[config.mk]
export PLATFORM = sky130hd
export DESIGN_NAME = bitonic_sort4_stream_flat
export DESIGN_NICKNAME = d
export VERILOG_FILES = /design/src/rtl/bitonic_sort4_stream_pkg.sv /design/src/rtl/bitonic_sort4_stream_if.sv /design/src/rtl/bitonic_sort4_stream_cmp_swap.sv /design/src/rtl/bitonic_sort4_stream.sv /design/src/flat_wrapper.sv
export SDC_FILE = /design/constraint.sdc
export NUM_CORES = 1
export LEC_CHECK = 0
export BUFFER_PORTS_ARGS = -buffer_cell sky130_fd_sc_hd__buf_2
export CAP_MARGIN = 20
export CORE_MARGIN = 2
export CORE_UTILIZATION = 50
export CTS_CLUSTER_SIZE = 8
export DETAILED_ROUTE_END_ITERATION = 16
export GPL_ROUTABILITY_DRIVEN = 0
export HOLD_SLACK_MARGIN = 0.1
export PLACE_DENSITY_LB_ADDON = 0.25
export SYNTH_ARGS = -nofsm -noshare
export SYNTH_HDL_FRONTEND = slang
export SYNTH_SLANG_ARGS = --single-unit
[constraint.sdc]
create_clock -name clk -period 3.5 [get_ports clk]
set_input_delay 0.525 -clock clk [delete_from_list [all_inputs] [get_ports clk]]
set_output_delay 0.525 -clock clk [all_outputs]
set_load 0.01 [all_outputs]
[src/rtl/bitonic_sort4_stream_pkg.sv]
// Shared types and constants for the 4-element bitonic sort stream.
package sort_pkg;

  localparam int SORT_N = 4;

  typedef enum logic [1:0] {
    COLLECT = 2'd0,
    SORT    = 2'd1,
    EMIT    = 2'd2
  } state_e;

  typedef logic [1:0] idx_t;

endpackage

[src/rtl/bitonic_sort4_stream_if.sv]
// Producer/consumer stream bundle around the bitonic sorter.
interface bitonic_sort4_stream_if #(
  parameter int W = 8
);
  logic         in_valid;
  logic         in_ready;
  logic [W-1:0] in_data;
  logic         out_valid;
  logic         out_ready;
  logic [W-1:0] out_data;
  logic         out_last;
  logic         busy;

  modport master (
    output in_valid, in_data, out_ready,
    input  in_ready, out_valid, out_data, out_last, busy
  );

  modport slave (
    input  in_valid, in_data, out_ready,
    output in_ready, out_valid, out_data, out_last, busy
  );
endinterface

[src/rtl/bitonic_sort4_stream_cmp_swap.sv]
// Unsigned compare-exchange cell: dir=1 puts the smaller value on lo,
// dir=0 puts the larger value on lo. Equal inputs pass straight through.
module sort_cmp_swap #(
  parameter int W = 8
) (
  input  logic         dir,
  input  logic [W-1:0] a,
  input  logic [W-1:0] b,
  output logic [W-1:0] lo,
  output logic [W-1:0] hi
);
  logic swap;

  // Strict compares keep equal pairs in place.
  always_comb begin
    swap = dir ? (a > b) : (a < b);
    lo   = swap ? b : a;
    hi   = swap ? a : b;
  end
endmodule

[src/rtl/bitonic_sort4_stream.sv]
// Collects four elements, sorts them with a 3-stage bitonic network
// (one stage per clock), then streams them out one per handshake.
module bitonic_sort4_stream
  import sort_pkg::*;
#(
  parameter int W         = 8,
  parameter bit ASCENDING = 1'b1
) (
  input logic                   clk,
  input logic                   rst_n,
  bitonic_sort4_stream_if.slave s
);
  state_e       state_q, state_d;
  idx_t         cnt_q, cnt_d, stage_q, stage_d, idx_q, idx_d, out_sel;
  logic [W-1:0] b_q [SORT_N];
  logic [W-1:0] b_d [SORT_N];
  logic         in_ready_q, in_ready_d, out_valid_q, out_valid_d;
  logic         out_last_q, out_last_d, busy_q, busy_d;
  logic [W-1:0] out_data_q, out_data_d;
  logic         cs0_dir, cs1_dir;
  logic [W-1:0] cs0_a, cs0_b, cs0_lo, cs0_hi, cs1_a, cs1_b, cs1_lo, cs1_hi;

  sort_cmp_swap #(.W(W)) u_cs0 (.dir(cs0_dir), .a(cs0_a), .b(cs0_b), .lo(cs0_lo), .hi(cs0_hi));
  sort_cmp_swap #(.W(W)) u_cs1 (.dir(cs1_dir), .a(cs1_a), .b(cs1_b), .lo(cs1_lo), .hi(cs1_hi));

  // Stage 0 builds the bitonic sequence; stage 1 pairs across halves.
  always_comb begin
    cs0_a   = b_q[0];
    cs0_b   = b_q[1];
    cs0_dir = 1'b1;
    cs1_a   = b_q[2];
    cs1_b   = b_q[3];
    cs1_dir = 1'b1;
    case (stage_q)
      2'd0: cs1_dir = 1'b0;
      2'd1: begin
        cs0_b = b_q[2];
        cs1_a = b_q[1];
      end
      default: begin
        cs1_dir = 1'b1;
      end
    endcase
  end

  always_comb begin
    state_d = state_q;
    cnt_d   = cnt_q;
    stage_d = stage_q;
    idx_d   = idx_q;
    b_d     = b_q;
    case (state_q)
      COLLECT: begin
        if (s.in_valid && in_ready_q) begin
          b_d[cnt_q] = s.in_data;
          cnt_d      = idx_t'(cnt_q + 2'd1);
          if (cnt_q == 2'd3) begin
            state_d = SORT;
            stage_d = 2'd0;
          end else begin
            state_d = COLLECT;
          end
        end else begin
          state_d = COLLECT;
        end
      end
      SORT: begin
        if (stage_q == 2'd1) begin
          b_d[0] = cs0_lo;
          b_d[2] = cs0_hi;
          b_d[1] = cs1_lo;
          b_d[3] = cs1_hi;
        end else begin
          b_d[0] = cs0_lo;
          b_d[1] = cs0_hi;
          b_d[2] = cs1_lo;
          b_d[3] = cs1_hi;
        end
        if (stage_q == 2'd2) begin
          state_d = EMIT;
          stage_d = 2'd0;
          idx_d   = 2'd0;
        end else begin
          stage_d = idx_t'(stage_q + 2'd1);
        end
      end
      EMIT: begin
        if (out_valid_q && s.out_ready) begin
          idx_d = idx_t'(idx_q + 2'd1);
          if (idx_q == 2'd3) begin
            state_d = COLLECT;
          end else begin
            state_d = EMIT;
          end
        end else begin
          idx_d = idx_q;
        end
      end
      default: begin
        state_d = COLLECT;
        cnt_d   = 2'd0;
        stage_d = 2'd0;
        idx_d   = 2'd0;
      end
    endcase

    // Outputs are registered from next-state values so they align with state.
    out_sel     = ASCENDING ? idx_d : idx_t'(2'd3 - idx_d);
    in_ready_d  = (state_d == COLLECT);
    busy_d      = (state_d != COLLECT);
    out_valid_d = (state_d == EMIT);
    out_last_d  = (state_d == EMIT) && (idx_d == 2'd3);
    out_data_d  = (state_d == EMIT) ? b_d[out_sel] : '0;
  end

  // State, buffer and registered stream outputs.
  always_ff @(posedge clk or negedge rst_n) begin
    if (!rst_n) begin
      state_q     <= COLLECT;
      cnt_q       <= 2'd0;
      stage_q     <= 2'd0;
      idx_q       <= 2'd0;
      for (int i = 0; i < SORT_N; i++) b_q[i] <= '0;
      in_ready_q  <= 1'b1;
      out_valid_q <= 1'b0;
      out_last_q  <= 1'b0;
      busy_q      <= 1'b0;
      out_data_q  <= '0;
    end else begin
      state_q     <= state_d;
      cnt_q       <= cnt_d;
      stage_q     <= stage_d;
      idx_q       <= idx_d;
      b_q         <= b_d;
      in_ready_q  <= in_ready_d;
      out_valid_q <= out_valid_d;
      out_last_q  <= out_last_d;
      busy_q      <= busy_d;
      out_data_q  <= out_data_d;
    end
  end

  assign s.in_ready  = in_ready_q;
  assign s.out_valid = out_valid_q;
  assign s.out_data  = out_data_q;
  assign s.out_last  = out_last_q;
  assign s.busy      = busy_q;
endmodule

[src/flat_wrapper.sv]
// flat-port wrapper written by rule: the top's interface ports become plain ports
module bitonic_sort4_stream_flat import sort_pkg::*;
#(
  parameter int W         = 8,
  parameter bit ASCENDING = 1'b1
)
  (clk, rst_n, s_in_valid, s_in_data, s_out_ready, s_in_ready, s_out_valid, s_out_data, s_out_last, s_busy);
  bitonic_sort4_stream_if #(.W(W)) s_i ();
  input logic clk;
  input logic rst_n;
  input wire logic [$bits(s_i.in_valid)-1:0] s_in_valid;
  input wire logic [$bits(s_i.in_data)-1:0] s_in_data;
  input wire logic [$bits(s_i.out_ready)-1:0] s_out_ready;
  output wire logic [$bits(s_i.in_ready)-1:0] s_in_ready;
  output wire logic [$bits(s_i.out_valid)-1:0] s_out_valid;
  output wire logic [$bits(s_i.out_data)-1:0] s_out_data;
  output wire logic [$bits(s_i.out_last)-1:0] s_out_last;
  output wire logic [$bits(s_i.busy)-1:0] s_busy;
  assign s_i.in_valid = s_in_valid;
  assign s_i.in_data = s_in_data;
  assign s_i.out_ready = s_out_ready;
  assign s_in_ready = s_i.in_ready;
  assign s_out_valid = s_i.out_valid;
  assign s_out_data = s_i.out_data;
  assign s_out_last = s_i.out_last;
  assign s_busy = s_i.busy;
  bitonic_sort4_stream #(.W(W), .ASCENDING(ASCENDING)) u_core (.clk(clk), .rst_n(rst_n), .s(s_i));
endmodule
==> impl_metrics.csv <==
group,metric,value,unit
logic_synthesis,yosysSeqAreaShare,32.6,%
logic_synthesis,syn-cell-area,0.00400,mm^2
floorplan,die_area,0.00873,mm^2
sta,fin_skew,0.0173,ns
clock_network,cts_buffer_depth,2,
setup_path,start_kind,"flip-flop",
sta,fmax,294,MHz
logic_synthesis,synth_edf_count,0,
finish,final_layout_size_suffix_gt1_share,22.8,%
job,maxCapViolCount,0,
sta,period_needed,3.40,ns
logic_synthesis,synth.avg_cell_area,8.89,um^2
sta,whs,0.245,ns
run_status,outcome,"completed",
clock_network,insertion_delay,0.33,ns
detailed_routing,vias,3983,
setup_path,crit_type,"reg -> reg",
global_routing,grt_usage,28.9,%
detailed_routing,drc,0,
logic_synthesis,yosysTopAreaCell,"dfrtp_1",
place,io_buffers,23,
clock_network,htreeDepth,2,
setup_path,endpoint,"u_core.s.out_data[2]",
setup_path,worstPathCellList,"nor2b_1 > buf_6 > buf_4 > mux2_2 > inv_1 > ha_1 > nor2b_1 > o211ai_1 > a211o_1 > buf_4 > nand3_1 > o21ai_1 > o221ai_1 > o21ai_0 > o311ai_0",
setup_path,r2r-start,"u_core.stage_q[1]",
sta,setup_tns,0,ns
clock_network,cts_tree,"done",
setup_path,cp.required,3.67,ns
pwr,finalPower,4850,uW
floorplan,die_y,93.4,um
detailed_routing,wl_per_cell,21.1,um
sta,hold_viol,0,
sta,max_slew_margin,51.2,%
sta,tightest_slew,0.730,ns
pwr,p_leak,0.00214,uW
finish,multiInputGateArea,0.00253,mm^2
sta,setup_viol,0,
finish,area_growth,12.1,%
place,dpl.hpwl,8.65,mm
sta,drv_slew,0,
clock_network,clk_pin_slew_worst_paths,0.12,ns
setup_path,cp.arrival,3.57,ns
floorplan,fp.dieW,93.4,um
finish,fill_cells,690,
floorplan,initial_core_util,51.7,%
floorplan,pin_count,24,
logic_synthesis,ys_ff_latch,52,
finish,diodes,0,
setup_path,reg2reg_setup_slack,0.10,ns
setup_path,critPathBufInv,4,
global_routing,grt_pass1_vias,3841,
setup_path,r2r.worst_path.cells,15,
logic_synthesis,synthMostInstantiatedCell,"dfrtp_1",
global_routing,grt_max_degree,34,
logic_synthesis,synthFlopType,"dfrtp_1",
logic_synthesis,netlist.area_leader.share,31.9,%
logic_synthesis,ys_top_cells_by_area,"dfrtp_1 (32%), ha_1 (7.8%), mux2_2 (6.8%)",
logic_synthesis,async_flop_share,100,%
detailed_routing,drt-initial-drc-count,393,
global_routing,antenna_found_initial,0,
detailed_routing,wl,12.4,mm
setup_path,r2r_end,"u_core.s.out_data[2]",
setup_path,worstSetupPathDepth,15,
logic_synthesis,syn-num-nets,487,
floorplan,rows,32,
setup_path,cp-end-kind,"flip-flop",
finish,seqCellArea,0.00130,mm^2
clock_network,cts-root-buf,"clkbuf_8",
global_routing,grt_pass1_wl,19.7,mm
finish,final_nets,523,
logic_synthesis,synth_common_cells,"dfrtp_1 (51), o21ai_0 (42), nand3_1 (34), nand2_1 (28)",
logic_synthesis,ys_types,59,
setup_path,crit_family,"compound AO/OA/AOI/OAI gates",
hold_path,hold_path_class,"in -> async",
setup_path,cp_max_fo,8,
detailed_routing,dr.pass1.iters,5,
logic_synthesis,synthCells,450,
setup_path,cpPeakStageDelay,0.39,ns
clock_network,numCtsBuffers,5,
setup_path,cp_slowest_cell,"dfrtp_1",
clock_network,postCtsHoldBufs,0,
logic_synthesis,yosysWarnings,0,
pwr,peakVddDrop,684,uV
setup_path,critPathLaunch,"u_core.stage_q[1]",
sta,finalCritPeriodShare,97.1,%
detailed_routing,vias_per_cell,6.76,
detailed_routing,postRouteAntennaNets,0,
floorplan,core,0.00773,mm^2
clock_network,cts.sink_count,52,
global_routing,grt-ovfl-total,0,
pwr,power_density,1080,mW/mm^2
==> cell families after synthesis <==
logic type	Yosys count	synth area share [%]
buffers and inverters	46	4.88
flip-flops	52	32.6
multiplexers	42	11.3
AND/OR/NAND/NOR	140	18.4
AO/OA/AOI/OAI	145	25.1
adder cells (fa/ha/maj)	25	7.82
==> worst min path at each step <==
stage | to | depth (start not counted) | slack, ns
after floorplan | u_core.b_q[10] | 0 | 0.23
after global placement | u_core.cs0_a[0] | 2 | 0.55
after detailed placement | u_core.cs0_a[0] | 2 | 0.55
after CTS | u_core.s.out_data[6] | 1 | 0.27
after global routing | u_core.s.out_data[6] | 1 | 0.31
final | u_core.s.out_data[6] | 1 | 0.25
==> metal layers <==
layer	wire length (um)	part of all wire, %	track usage [%]
met1	5350	43	40.6
met2	5540	45	44.2
met3	1240	10	6.61
met4	288	2.3	9.07
met5	0	0	0
==> registers in the layout, indices dropped and copies added (netlist names) <==
| signal | count |
|---|---|
| u_core.s.in_ready | 1 |
| u_core.cs1_b | 8 |
| u_core.cs0_a | 8 |
| u_core.idx_q | 2 |
| u_core.s.out_valid | 1 |
| u_core.b_q | 16 |
| u_core.stage_q | 2 |
| u_core.state_q | 2 |
| u_core.s.out_data | 8 |
| u_core.s.out_last | 1 |
| u_core.s.busy | 1 |
| u_core.cnt_q | 2 |
==> cell type report <==
class | instances | share of cell area, %
clock buffer | 5 | 1.53
clock inverter | 3 | 0.530
inverter | 25 | 2.09
multi-input combinational | 352 | 56.5
sequential | 52 | 29.0
tap | 102 | 2.85
timing repair buffer | 50 | 7.45
==> report_power, final <==
group	leakage [uW]	switching (uW)	internal (uW)
clock network	0.0000404	228	142
registers	0.000646	285	838
logic	0.00145	1950	1410
==> metrics by stage <==
stage	cell area, um^2	worst slack (ns)	instances	util (%)
final	4480	0.101	589	58.0
after global routing	4480	-0.00821	589	58.0
after CTS	4410	0.0161	586	57.1
after detailed placement	4320	0.0149	578	55.9
after global placement	4320	0.111	578	55.9
after floorplan	4000	0.0427	450	-
==> timing repair <==
action,CTS,global route
resized for setup,0,16
hold endpoints to repair,0,0
setup endpoints to repair,0,20
buffers inserted,0,3
==> cells in the final DEF (no fill, tap or decap), drive strengths merged, types with 18 or more instances in the layout <==
cell type  synthesis  final
a21oi             27     27
nor2              25     25
nand3             34     34
mux2              24     24
inv               25     25
ha                25     25
buf               11     50
nand2             28     28
mux2i             18     18
dfrtp             51     51
o21ai             44     44
Power figures use the tool's default switching activity.
